==> src/rtl/ps2_kb_writer_pkg.sv <==
// ps2_kb_writer_pkg: scan-code constants and receiver state encoding shared by the PS/2 writer
package ps2_kb_writer_pkg;
    localparam logic [7:0] SC_BREAK = 8'hF0;
    localparam logic [7:0] SC_EXT   = 8'hE0;
    typedef enum logic [1:0] {ST_IDLE, ST_DATA, ST_PARITY, ST_STOP} rx_state_e;
endpackage

==> src/rtl/ps2_rx.sv <==
// ps2_rx: PS/2 frame receiver (pin sync, falling-edge detect, frame FSM, inactivity timeout)
//   clk, rst          system clock, sync active-high reset
//   ps2_clk, ps2_dat  raw asynchronous PS/2 pins
//   rx_byte           last received data byte (valid with rx_valid)
//   rx_valid          one-cycle pulse: good frame received
//   rx_err            one-cycle pulse: parity error, stop bit 0 or timeout
module ps2_rx
    import ps2_kb_writer_pkg::*;
#(
    parameter int TIMEOUT = 50000
) (
    input  logic       clk,
    input  logic       rst,
    input  logic       ps2_clk,
    input  logic       ps2_dat,
    output logic [7:0] rx_byte,
    output logic       rx_valid,
    output logic       rx_err
);
    localparam int TW = $clog2(TIMEOUT);
    logic [2:0]    c_q;
    logic [1:0]    d_q;
    rx_state_e     state_q, state_d;
    logic [2:0]    bit_q, bit_d;
    logic [7:0]    sh_q, sh_d;
    logic          par_q, par_d, valid_q, valid_d, err_q, err_d;
    logic [TW-1:0] tmo_q, tmo_d;
    logic          fall, dat;
    // c_q[2] is the previous synced clock sample, c_q[1] the current one
    assign fall     = c_q[2] & ~c_q[1];
    assign dat      = d_q[1];
    assign rx_byte  = sh_q;
    assign rx_valid = valid_q;
    assign rx_err   = err_q;
    always_comb begin
        state_d = state_q;
        bit_d   = bit_q;
        sh_d    = sh_q;
        par_d   = par_q;
        valid_d = 1'b0;
        err_d   = 1'b0;
        tmo_d   = (fall || state_q == ST_IDLE) ? '0 : tmo_q + TW'(1);
        unique case (state_q)
            ST_IDLE: if (fall && !dat) begin
                state_d = ST_DATA;
                bit_d   = 3'd0;
            end
            ST_DATA: if (fall) begin
                sh_d    = {dat, sh_q[7:1]};
                bit_d   = bit_q + 3'd1;
                state_d = (bit_q == 3'd7) ? ST_PARITY : ST_DATA;
            end
            ST_PARITY: if (fall) begin
                par_d   = dat;
                state_d = ST_STOP;
            end
            ST_STOP: if (fall) begin
                valid_d = (^sh_q ^ par_q) & dat;
                err_d   = ~((^sh_q ^ par_q) & dat);
                state_d = ST_IDLE;
            end
        endcase
        // a stalled partial frame is abandoned after TIMEOUT edge-free cycles
        if (state_q != ST_IDLE && !fall && tmo_q == TW'(TIMEOUT - 1)) begin
            state_d = ST_IDLE;
            err_d   = 1'b1;
        end
    end
    always_ff @(posedge clk) begin
        if (rst) begin
            c_q     <= 3'b111;
            d_q     <= 2'b11;
            state_q <= ST_IDLE;
            bit_q   <= '0;
            sh_q    <= '0;
            par_q   <= 1'b0;
            valid_q <= 1'b0;
            err_q   <= 1'b0;
            tmo_q   <= '0;
        end else begin
            c_q     <= {c_q[1:0], ps2_clk};
            d_q     <= {d_q[0], ps2_dat};
            state_q <= state_d;
            bit_q   <= bit_d;
            sh_q    <= sh_d;
            par_q   <= par_d;
            valid_q <= valid_d;
            err_q   <= err_d;
            tmo_q   <= tmo_d;
        end
    end
endmodule

==> src/rtl/ps2_kb_writer.sv <==
// ps2_kb_writer: filters PS/2 scan codes and writes make codes into the ps2-side buffer bank
//   clk, rst          system clock, sync active-high reset
//   ps2_clk, ps2_dat  raw PS/2 pins
//   swap_req          one-cycle CPU request to swap banks
//   buf_slt           bank select (0: ps2 side writes bank0)
//   ps2_addr/ps2_data/wea  write port into the ps2-side bank
//   kb_count          byte count of the bank last handed to the CPU
//   kb_ovf            sticky: code dropped on a full bank, cleared by swap
//   frame_err         one-cycle pulse on a bad or timed-out frame
module ps2_kb_writer
    import ps2_kb_writer_pkg::*;
#(
    parameter int ADDR_W  = 6,
    parameter int TIMEOUT = 50000
) (
    input  logic              clk,
    input  logic              rst,
    input  logic              ps2_clk,
    input  logic              ps2_dat,
    input  logic              swap_req,
    output logic              buf_slt,
    output logic [ADDR_W-1:0] ps2_addr,
    output logic [7:0]        ps2_data,
    output logic              wea,
    output logic [ADDR_W:0]   kb_count,
    output logic              kb_ovf,
    output logic              frame_err
);
    localparam logic [ADDR_W:0] DEPTH = (ADDR_W + 1)'(2 ** ADDR_W);
    logic [7:0]    rx_byte, code_q, code_d, data_q, data_d;
    logic          rx_valid, rx_err;
    logic          brk_q, brk_d, req_q, req_d, wea_q, wea_d;
    logic          slt_q, slt_d, ovf_q, ovf_d, ferr_q;
    logic [ADDR_W:0] ptr_q, ptr_d, cnt_q, cnt_d, cnt, nxt;
    logic          full;
    ps2_rx #(.TIMEOUT(TIMEOUT)) u_rx (
        .clk      (clk),
        .rst      (rst),
        .ps2_clk  (ps2_clk),
        .ps2_dat  (ps2_dat),
        .rx_byte  (rx_byte),
        .rx_valid (rx_valid),
        .rx_err   (rx_err)
    );
    // the pointer advances the cycle after wea so ps2_addr shows the written address during wea;
    // nxt folds that pending increment in for fullness and the swap count
    assign nxt  = ptr_q + {{ADDR_W{1'b0}}, wea_q};
    assign full = nxt == DEPTH;
    assign cnt  = nxt;
    always_comb begin
        brk_d  = rx_valid ? (rx_byte == SC_BREAK || (rx_byte == SC_EXT && brk_q)) : brk_q;
        req_d  = rx_valid && rx_byte != SC_BREAK && rx_byte != SC_EXT && !brk_q;
        code_d = rx_valid ? rx_byte : code_q;
        // a swap in the same cycle empties the bank, so the write then goes to the new bank
        wea_d  = req_q && (swap_req || !full);
        data_d = wea_d ? code_q : data_q;
        ptr_d  = swap_req ? '0 : cnt;
        slt_d  = slt_q ^ swap_req;
        cnt_d  = swap_req ? cnt : cnt_q;
        ovf_d  = !swap_req && (ovf_q || (req_q && full));
    end
    always_ff @(posedge clk) begin
        if (rst) begin
            brk_q  <= 1'b0;
            req_q  <= 1'b0;
            code_q <= '0;
            wea_q  <= 1'b0;
            data_q <= '0;
            ptr_q  <= '0;
            slt_q  <= 1'b0;
            cnt_q  <= '0;
            ovf_q  <= 1'b0;
            ferr_q <= 1'b0;
        end else begin
            brk_q  <= brk_d;
            req_q  <= req_d;
            code_q <= code_d;
            wea_q  <= wea_d;
            data_q <= data_d;
            ptr_q  <= ptr_d;
            slt_q  <= slt_d;
            cnt_q  <= cnt_d;
            ovf_q  <= ovf_d;
            ferr_q <= rx_err;
        end
    end
    assign buf_slt   = slt_q;
    assign ps2_addr  = ptr_q[ADDR_W-1:0];
    assign ps2_data  = data_q;
    assign wea       = wea_q;
    assign kb_count  = cnt_q;
    assign kb_ovf    = ovf_q;
    assign frame_err = ferr_q;
endmodule

==> config.mk <==
export PLATFORM = sky130hd
export DESIGN_NAME = ps2_kb_writer
export DESIGN_NICKNAME = d
export VERILOG_FILES = /design/src/rtl/ps2_kb_writer_pkg.sv /design/src/rtl/ps2_rx.sv /design/src/rtl/ps2_kb_writer.sv
export SDC_FILE = /design/constraint.sdc
export NUM_CORES = 1
export LEC_CHECK = 0
export ABC_CLOCK_PERIOD_IN_PS = 3100
export CAP_MARGIN = 40
export CORE_MARGIN = 8
export CORE_UTILIZATION = 55
export CTS_BUF_LIST = sky130_fd_sc_hd__clkbuf_8 sky130_fd_sc_hd__clkbuf_16
export DETAILED_ROUTE_END_ITERATION = 16
export PLACE_DENSITY = 0.81
export SETUP_SLACK_MARGIN = 0.4
export SYNTH_ARGS = -nofsm -noshare
export SYNTH_HDL_FRONTEND = slang
export SYNTH_SLANG_ARGS = --single-unit
==> constraint.sdc <==
create_clock -name clk -period 3.1 [get_ports clk]
set_input_delay 0.62 -clock clk [delete_from_list [all_inputs] [get_ports clk]]
set_output_delay 0.62 -clock clk [all_outputs]
set_load 0.02 [all_outputs]
# Yosys cells after proc, flatten, opt, wreduce, memory -nomap -nowiden
# Cells that the tools add are included.
dict set report totals {
  reg_bits 73
  inputBits 5
  output_inout_bits 25
  wordCells 87
}
dict set report op_classes {
  addsub 3
  eq_ne 14
  n_mux 12
  n_bitwise 8
  n_reduce_logical 31
}
# op n
set ops {}
lappend ops {{16-bit by 1-bit adder with 16-bit output (second input constant)} 1}
lappend ops {{16-bit == test (second input constant)} 1}
lappend ops {{8-bit == test (second input constant)} 2}
lappend ops {{8-bit != test (second input constant)} 2}
lappend ops {{1-bit logical AND} 10}
lappend ops {{2-bit 2-to-1 mux} 5}
lappend ops {{2-bit case mux with 4 select lines} 1}
lappend ops {{8-bit XOR reduction} 1}
lappend ops {{7-bit by 1-bit adder with 7-bit output} 1}
lappend ops {{7-bit == test (second input constant)} 1}
lappend ops {{3-bit 2-to-1 mux} 2}
lappend ops {{2-bit by 1-bit != test with 1-bit output (second input constant)} 3}
lappend ops {{3-bit case mux with 2 select lines} 1}
lappend ops {{2-bit OR reduction} 3}
lappend ops {{1-bit logical NOT} 5}
lappend ops {{2-bit == test (second input constant)} 2}
lappend ops {{1-bit logical OR} 4}
lappend ops {{1-bit inverter} 4}
lappend ops {{2-bit AND reduction} 2}
lappend ops {{4-bit AND reduction} 1}
lappend ops {{2-bit nonzero test} 2}
lappend ops {{3-bit by 1-bit adder with 3-bit output (second input constant)} 1}
lappend ops {{3-bit == test (second input constant)} 1}
lappend ops {{1-bit 2-to-1 mux} 3}
lappend ops {{7 further kinds} 9}

# Longest topological paths before layout
dict set report depth {
  depth_word 7
  mapped_depth 9
}

# Cells and area by module
# A second synthesis with hierarchy kept.
dict set report unflattened {
  hier_cells 327
  area_unflattened_um2 3130.5
}
# module n_inst cells_per_inst area_per_inst_um2 seq_area_each_um2
set by_module_without_submodules {}
lappend by_module_without_submodules {ps2_rx 1 172 1624.1 740.7}
lappend by_module_without_submodules {ps2_kb_writer 1 155 1506.4 720.7}

# Least setup slack after synthesis
# No wires, ideal clock.
dict set report synth_path {
  path_type {register to register}
  startpoint {reg wea_q, in the netlist wea}
  endpoint {reg wea_q, in the netlist wea}
  setup_time_ps 125
  arrival_time_ps 2033
  path_slack_ps 942
  path_stages_with_launch 9
  n_path_buf 2
  period_less_slack_ps 2158
  path_cell_list {dfxtp_1 ha_1 ha_1 buf_6 nor4_1 nor2_1 o41a_1 buf_6 nor2b_1}
}
dict set report synth_via {
  elab_chain_len 5
}
# element line
set synth_rtl {}
lappend synth_rtl {{start: declaration} ps2_kb_writer.sv:32} ;# logic brk_q, brk_d, req_q, req_d, wea_q, wea_d;
lappend synth_rtl {{start signal: assignment} ps2_kb_writer.sv:78} ;# wea_q <= wea_d;
lappend synth_rtl {{7-bit by 1-bit adder with 7-bit output} ps2_kb_writer.sv:47} ;# assign nxt = ptr_q + {{ADDR_W{1'b0}}, wea_q};
lappend synth_rtl {{7-bit == test} ps2_kb_writer.sv:48} ;# assign full = nxt == DEPTH;
lappend synth_rtl {{1-bit logical NOT} ps2_kb_writer.sv:55} ;# wea_d = req_q && (swap_req || !full);
lappend synth_rtl {{1-bit logical OR} ps2_kb_writer.sv:55}
lappend synth_rtl {{1-bit logical AND} ps2_kb_writer.sv:55}
# Every way passes these cells.
# A chain may end at the register's enable or synchronous reset.

# Final worst setup path
dict set report layout_path {
  startpoint {reg ptr_q[0]}
  endpoint {reg wea_q, in the netlist wea}
}
dict set report layout_via {
  elab_chain_len 5
}
# element line
set layout_rtl {}
lappend layout_rtl {{start: declaration} ps2_kb_writer.sv:34} ;# logic [ADDR_W:0] ptr_q, ptr_d, cnt_q, cnt_d, cnt, nxt;
lappend layout_rtl {{start signal: assignment} ps2_kb_writer.sv:80} ;# ptr_q <= ptr_d;
lappend layout_rtl {{7-bit by 1-bit adder with 7-bit output} ps2_kb_writer.sv:47}
lappend layout_rtl {{7-bit == test} ps2_kb_writer.sv:48}
lappend layout_rtl {{1-bit logical NOT} ps2_kb_writer.sv:55}
lappend layout_rtl {{1-bit logical OR} ps2_kb_writer.sv:55}
lappend layout_rtl {{1-bit logical AND} ps2_kb_writer.sv:55}
# Every way passes these cells.

==> results.sh <==
export IMPL_drtIter0Drc=89
export IMPL_grt_pass1_wl_mm=9.25
export IMPL_h_tree_depth=3
export IMPL_netlist_area_um2=3060
export IMPL_required_ns=3.31
export IMPL_startpoint_type="register"
export IMPL_vias=2216
export IMPL_clkTransAtPathRegs_ns=0.07
export IMPL_synth_fp_nets=347
export IMPL_final_common_cell="dfxtp_1"
export IMPL_diodes=0
export IMPL_synthArstFlopShare_pct=0
export IMPL_layout_common_cells="dfxtp_1, nor2_1, nand2_1, clkdlybuf4s50_1, mux2i_1"
export IMPL_die_area_um2=8200
export IMPL_synth_cell_types=41
export IMPL_crit_path_cell_trace="ha_1 -> ha_1 -> nor4_1 -> nor2_1 -> o41a_1 -> nor2b_1"
export IMPL_rsz0062_at_grt="false"
export IMPL_p_per_area_nw_per_um2=522
export IMPL_ant_nets=0
export IMPL_ys_ff_latch=73
export IMPL_grtUsageTotal_pct=13.4
export IMPL_ir_drop_mv=0.285
export IMPL_wl_met1_mm=2.52
export IMPL_finalWirelength_mm=5.25
export IMPL_clock_latency_ns=0.34
export IMPL_initial_core_util_pct=56.2
export IMPL_rr_worst_depth=6
export IMPL_power_leakage_nw=1.23
export IMPL_hold_ws_ns=0.405
export IMPL_syn_avg_cell_area_um2=9.21
export IMPL_timing_rr_end="wea"
export IMPL_startpoint="ptr_q[0]"
export IMPL_critPathCaptureType="register"
export IMPL_grt_max_degree=35
export IMPL_met2WireLength_mm=2.45
export IMPL_fmax_mhz=431
export IMPL_drc=0
export IMPL_ctsHoldBuffers=0
export IMPL_wl_met3_um=181
export IMPL_min_period_ns=2.32
export IMPL_avgRoutedWirePerCell_um=12.2
export IMPL_clock_skew_final_ns=0.00727
export IMPL_synth_top_flop_cell="dfxtp_1"
export IMPL_rows=27
export IMPL_endpoint="wea"
export IMPL_port_buffers=29
export IMPL_fillCellCount=455
export IMPL_cpMaxStageDelayCell="o41a_1"
export IMPL_fin_area_um2=3560
export IMPL_root_buffer="clkbuf_8"
export IMPL_finalHoldViolCount=0
export IMPL_overflow=0
export IMPL_cts_setup_buffers=0
export IMPL_crit_arrival_ns=2.53
export IMPL_cts_made_buffers=9
export IMPL_drive_gt1_share_pct=5.59
export IMPL_cts_buffer_depth=2
export IMPL_p_total_w=0.00186
export IMPL_worstMarginPinSlew_ns=0.642
export IMPL_max_slew_margin_pct=57.0
export IMPL_r2r_start="ptr_q[0]"
export IMPL_max_stage_delay_ns=0.58
export IMPL_dp_slack_ns=0.764
export IMPL_hold_class="reg -> reg"
export IMPL_synthCells=332
export IMPL_coreArea_um2=5440
export IMPL_highest_layer="met4"
export IMPL_reg2reg_slack_ns=0.78
export IMPL_gp_congestion=0.834
export IMPL_cp_max_fo=9
export IMPL_setup_ws_ns=0.779
export IMPL_status="complete, no violations"
export IMPL_clock_sinks=73
export IMPL_ctsResizeCount=0
export IMPL_final_nets=368
export IMPL_vias_per_cell=5.15
export IMPL_fp_dieW_um=90.6
export IMPL_die_y_um=90.6
export IMPL_cts_tree="done"
export IMPL_yosysSeqAreaShare_pct=47.8
export IMPL_final_setup_viol_count=0
export IMPL_yosysWarnings=0
export IMPL_dpl_cell_area_um2=3330
export IMPL_grt_pass1_vias=2119
export IMPL_critPathKind="reg -> reg"
export IMPL_drv_slew=0
export IMPL_ioPinCount=30
export IMPL_cap_violations=0
export IMPL_place_hpwl_mm=3.68
export IMPL_cpMostUsedCell="ha_1"
export IMPL_synth_edff_count=0
export IMPL_min_from="u_rx.d_q[0]"
export IMPL_antenna_found_initial=0
export IMPL_first_pass_iters=4
export IMPL_fin_tns_setup_ns=0
export IMPL_area_delta_synth_final_pct=16.5
export IMPL_period_share_pct=74.9
==> cells in the mapped netlist, drive strengths merged, types with 4 or more instances <==
library cell / count / area (µm²)
nand3: 8 / 40.0
o21ai: 6 / 30.0
nand2: 30 / 113
dfxtp: 73 / 1460
clkbuf: 12 / 45.0
a21oi: 14 / 70.1
inv: 8 / 30.0
a211oi: 5 / 37.5
nor3: 4 / 20.0
and3: 4 / 25.0
nand2b: 18 / 113
xnor2: 12 / 105
ha: 10 / 125
or2: 7 / 43.8
xor2: 9 / 78.8
buf: 9 / 75.1
mux2i: 20 / 200
nor2: 52 / 198
==> metrics by stage <==
stage          std cells  utilization (%)
2_1_floorplan        332                -
5_1_grt              430             65.5
6_report             430             65.5
3_3_place_gp         414             61.2
4_1_cts              430             65.5
3_5_place_dp         414             61.2
==> cells by family (layout without fill, tap and decap cells) <==
group                      after synthesis  in the layout  share of synthesized area (%)
and+or+nand+nor                        144            144                           23.0
DFF                                     73             73                           47.8
AOI/OAI and AO/OA                       34             34                           6.92
buffers and inverters                   29             55                           4.91
xor gates and xnor gates                22             22                           6.75
muxes                                   20             20                           6.55
adders and majority gates               10             10                           4.09
==> per-layer routing <==
layer	GRT usage (%)	vias up
met5	0	-
met4	7.91	0
met3	3.33	9
met2	21.8	38
met1	15.7	1026
li1	-	1143
==> power by group <==
part | switching, W | internal, W | leakage [nW] | total (W)
combinational | 0.0000285 | 0.0000227 | 0.512 | 0.0000512
clock | 0.000332 | 0.000529 | 0.126 | 0.000860
sequential | 0.00000452 | 0.000945 | 0.590 | 0.000949
total | 0.000365 | 0.00150 | 1.23 | 0.00186
==> state kept, by name (all words and copies together) (netlist names), named ones only <==
signal and cells:
ps2_data 8, ptr_q 7, u_rx.rx_byte 8, u_rx.rx_valid 1, brk_q 1, u_rx.c_q 3
req_q 1, u_rx.bit_q 3, wea 1, kb_count 7, u_rx.state_q 1, buf_slt 1
u_rx.par_q 1, frame_err 1, u_rx.rx_err 1, u_rx.d_q 2, kb_ovf 1, u_rx.tmo_q 16
code_q 8
==> worst max-delay path: cells and delay by family (launching register included) <==
kind / cells / cell delay, ns
fa+ha+maj: 2 / 0.53
flops: 1 / 0.31
compound gates: 1 / 0.58
simple gates: 3 / 0.78
==> final cells by class <==
type / count / area (µm²) / area share (%)
clock inverter: 7 / 111 / 3.13
multi-input combinational: 230 / 1450 / 40.6
clock buffer: 9 / 124 / 3.48
sequential: 73 / 1460 / 41.0
tap: 72 / 90.1 / 2.53
inverter: 8 / 30.0 / 0.843
timing repair buffer: 31 / 300 / 8.43
==> how the worst min path moves through the flow <==
stage | slack (ns) | cells past startpoint | to
after floorplan | 0.38 | 1 | u_rx.c_q[1]
after global placement | 0.39 | 1 | u_rx.d_q[1]
after detailed placement | 0.39 | 1 | u_rx.d_q[1]
after CTS | 0.41 | 1 | u_rx.d_q[1]
after global routing | 0.42 | 1 | u_rx.d_q[1]
final | 0.41 | 1 | u_rx.d_q[1]
No activity file was read; power rests on OpenSTA's default activity.
